--- config.mk ---
export PLATFORM = sky130hd
export DESIGN_NAME = priority_encoder_rr
export DESIGN_NICKNAME = d
export VERILOG_FILES = /design/src/rtl/priority_encoder_rr.sv
export SDC_FILE = /design/constraint.sdc
export NUM_CORES = 1
export LEC_CHECK = 0
export ABC_AREA = 0
export BUFFER_PORTS_ARGS = -buffer_cell sky130_fd_sc_hd__buf_4
export CORE_MARGIN = 3
export CORE_UTILIZATION = 30
export CTS_BUF_LIST = sky130_fd_sc_hd__clkbuf_16
export DETAILED_ROUTE_END_ITERATION = 10
export PLACE_DENSITY = 0.56
export SLEW_MARGIN = 20
export SYNTH_ARGS = -nofsm -noshare
export SYNTH_HDL_FRONTEND = slang
export SYNTH_SLANG_ARGS = --single-unit
--- constraint.sdc ---
create_clock -name clk -period 4.3 [get_ports clk]
set_input_delay 0.215 -clock clk [delete_from_list [all_inputs] [get_ports clk]]
set_output_delay 0.215 -clock clk [all_outputs]
set_load 0.01 [all_outputs]
--- src/rtl/priority_encoder_rr.sv ---
// Priority encoder with fixed (LSB- or MSB-first) and round-robin arbitration,
// registered behind a one-deep valid/ready output stage.
module priority_encoder_rr #(
    parameter int N         = 8,
    parameter int MSB_FIRST = 0,
    localparam int W        = $clog2(N)
) (
    input  logic         clk,
    input  logic         rst,
    input  logic         mode,
    input  logic         req_valid,
    input  logic [N-1:0] req,
    output logic         req_ready,
    output logic         out_valid,
    output logic [W-1:0] out_idx,
    output logic [N-1:0] out_onehot,
    output logic         out_none,
    output logic         out_multi,
    input  logic         out_ready
);

    logic [W-1:0] ptr;
    logic [W-1:0] win_p0;
    logic [W-1:0] ptr_nxt_p0;
    logic [N-1:0] onehot_p0;
    logic         none_p0;
    logic         multi_p0;
    logic         in_xfer;

    function automatic logic bit_at(input logic [N-1:0] v, input int i);
        logic [N-1:0] s;
        s = v >> i;
        return s[0];
    endfunction

    function automatic logic [W-1:0] fixed_pick(input logic [N-1:0] v);
        logic [W-1:0] idx;
        idx = '0;
        // Later assignments override earlier ones, so scan towards the winning end.
        for (int i = 0; i < N; i++) begin
            if (MSB_FIRST != 0) begin
                if (bit_at(v, i)) idx = W'(i);
            end else begin
                if (bit_at(v, N - 1 - i)) idx = W'(N - 1 - i);
            end
        end
        return idx;
    endfunction

    function automatic logic [W-1:0] rr_pick(input logic [N-1:0] v, input logic [W-1:0] p);
        logic [W-1:0] idx;
        logic         found;
        int           j;
        idx   = '0;
        found = 1'b0;
        for (int k = 0; k < N; k++) begin
            j = int'(p) + k;
            if (j >= N) j = j - N;
            if (!found && bit_at(v, j)) begin
                idx   = W'(j);
                found = 1'b1;
            end
        end
        return idx;
    endfunction

    assign req_ready = !out_valid || out_ready;
    assign in_xfer   = req_valid && req_ready;

    // Stage p0: combinational encode of the incoming vector
    always_comb begin
        none_p0    = ~|req;
        multi_p0   = |(req & (req - N'(1)));
        win_p0     = '0;
        onehot_p0  = '0;
        if (!none_p0) begin
            win_p0    = mode ? rr_pick(req, ptr) : fixed_pick(req);
            onehot_p0 = N'(1) << win_p0;
        end
        ptr_nxt_p0 = (win_p0 == W'(N - 1)) ? '0 : win_p0 + W'(1);
    end

    // Stage p1: output register and round-robin pointer
    always_ff @(posedge clk or posedge rst) begin
        if (rst) begin
            out_valid  <= 1'b0;
            out_idx    <= '0;
            out_onehot <= '0;
            out_none   <= 1'b0;
            out_multi  <= 1'b0;
            ptr        <= '0;
        end else if (in_xfer) begin
            out_valid  <= 1'b1;
            out_idx    <= win_p0;
            out_onehot <= onehot_p0;
            out_none   <= none_p0;
            out_multi  <= multi_p0;
            if (mode && !none_p0) ptr <= ptr_nxt_p0;
        end else if (out_valid && out_ready) begin
            out_valid <= 1'b0;
        end
    end

endmodule

==> flow_summary.toml <==
[routing]
wl_per_cell_um = 16.4
finalWirelength_um = 4980
drt-pass1-iter-count = 4
post_drt_via_cell_ratio = 5.78
drt.antenna.violating_nets = 0
vias = 1751
post-route-drc-count = 0
drtIter0Drc = 125

[synth]
ys_seq_elements = 17
synth_top_area_share = 0.220
yosysTopAreaCell = "dfrtp_1"
synth-edff-count = 0
synthCells = 210
synth_common_cells = "nand2_1, dfrtp_1, nor2_1"
synth_ff_type = "dfrtp_1"
synth_area_leaders = "dfrtp_1, mux4_2, mux2i_1, ha_1, nand2_1"
yosys_warnings = 0
synth_area_sq_um = 1930
synth_fp_nets = 231
synth.most_common_cell = "nand2_1"
synth_area_per_cell_sq_um = 9.21
synthArstFlopShare = 1.00
ys_types = 53
yosysSeqAreaShare = 0.220

[flow_run]
drv_cap = 0

[floorplan]
floorplan.die.width_um = 86.3
io_pins = 28
fp.dieH_um = 86.3
coreArea_sq_um = 6100
start_util = 0.317
row_count = 28
die-area_sq_um = 7440

[clock_network]
cts_max_path_buffers = 2
tritoncts = "done"
clk_pin_slew_ps = 50
cts_max_level = 1
root_buffer = "clkbuf_16"
cts-resized-gates = 0
cts_sinks = 17
clk_latency_ps = 250
hold_buffers = 0
cts_inserted_buffers = 3
cts_setup_buffers = 0

[run_status]
status = "finished, final reports clean"

[timing]
setup_viol = 0
clock.fmax_ghz = 0.261
fin_worst_skew_ps = 2.50
post-route-period-util = 0.890
fin_tns_setup_ps = 0
maxSlewViolCount = 0
min_period_ps = 3830
timing.final.ws_setup_ps = 474
finalHoldViolCount = 0
holdWs_ps = 62.1
rsz0062_at_grt = "false"
tightest_slew_ps = 654
max-slew-margin-rel = 0.563

[placement]
place_ws_ps = 526
place_congestion = 0.897
dp_hpwl_um = 3670
portBuffers = 27
place_inst = 299

[finish]
final_core_util = 0.369
fin_nets = 250
instances_no_fill = 303
antenna_cells = 0
syn2layout_area_growth_pct = 16.2
final_layout_size_suffix_gt1_frac = 0.259

[global_route]
grt_pass1_wl_um = 8640
grt_max_degree = 19
grt.overflow.total = 0
grt_pass1_vias = 1713
grt_use_total = 0.141
antenna_found_initial = 0

[setup_path]
cp.required_ps = 4430
cp-start-kind = "flop"
critPathMaxFanout = 12
endpoint_kind = "flop"
worstSetupPathType = "flop to flop"
cp.arrival_ps = 3960

[power]
p_leak_nw = 0.973
powerDensity_nw_per_um2 = 782
peakVddDrop_mv = 0.254

[hold_path]
hold_class = "input pin to asynchronous set/reset pin"
[registers in the layout (all words and copies together), names as in the netlist]
register	count
out_onehot	8
out_idx	3
ptr	3
out_multi	1
out_none	1
out_valid	1
[layout make-up]
type	instances	area (sq um)
inverter	13	50.0
sequential	17	425
multi-input combinational	163	1370
timing repair buffer	31	233
clock inverter	1	3.75
fill	653	3850
tap	75	93.8
clock buffer	3	75.1
[logic make-up after synthesis]
group,share of synthesized area
AO/OA/AOI/OAI,0.236
XOR/XNOR,0.00906
flip-flops,0.220
multiplexers,0.252
adder cells (fa/ha/maj),0.0570
AND/OR/NAND/NOR,0.153
buffers and inverters,0.0731
[metrics by stage]
step	power [mW]	area [sq um]
2_1_floorplan	1.28	1930
3_3_place_gp	1.56	2170
3_5_place_dp	1.55	2170
4_1_cts	1.75	2250
5_1_grt	1.91	2250
6_report	1.76	2250
[power breakdown]
part	switching [mW]	leakage, nW	internal (mW)	total [mW]
combinational	0.717	0.713	0.597	1.31
clock	0.0625	0.0423	0.124	0.186
sequential	0.0464	0.218	0.211	0.257
total	0.826	0.973	0.931	1.76
[worst paths after layout]
kind | cells after the start | endpoint | from | slack (ps)
worst min-delay path | 2 | out_valid | rst | 60
worst min register to register | 2 | out_onehot[3] | out_onehot[3] | 480
max in group asynchronous | 2 | ptr[2] | rst | 3820
worst max register to register | 13 | ptr[2] | ptr[0] | 470
min in group clk | 2 | out_valid | req_valid | 180
worst max-delay path | 13 | ptr[2] | ptr[0] | 470
[cell usage in the layout (no fill, tap or decap), drive strengths merged, types with 4 or more instances in the layout]
master,instances
o31ai,8
a32o,6
nand2b,5
mux2,5
buf,31
a21o,4
dfrtp,17
inv,12
nor2,16
nor3,5
a21oi,8
o21ai,12
mux4,13
ha,8
nand2,18
mux2i,13
[layer usage]
| metal | vias to the layer above | track usage | part of all wire |
|---|---|---|---|
| met5 | - | 0 | 0 |
| met4 | 0 | 0.0255 | 0.0068 |
| met3 | 4 | 0.0200 | 0.036 |
| met2 | 42 | 0.225 | 0.48 |
| met1 | 865 | 0.205 | 0.47 |
| li1 | 840 | - | - |
[critical path: stages, from the launching register on]
cell and delay (ps):
dfrtp_1 340, clkinv_1 190, ha_1 390, buf_4 210, mux2i_1 140, mux4_2 500
a32oi_1 350, nor3_1 100, a211oi_1 320, a221o_2 310, clkinv_2 120, ha_1 210
ha_1 260, mux2_2 250
(Power assumes the default switching activity.)
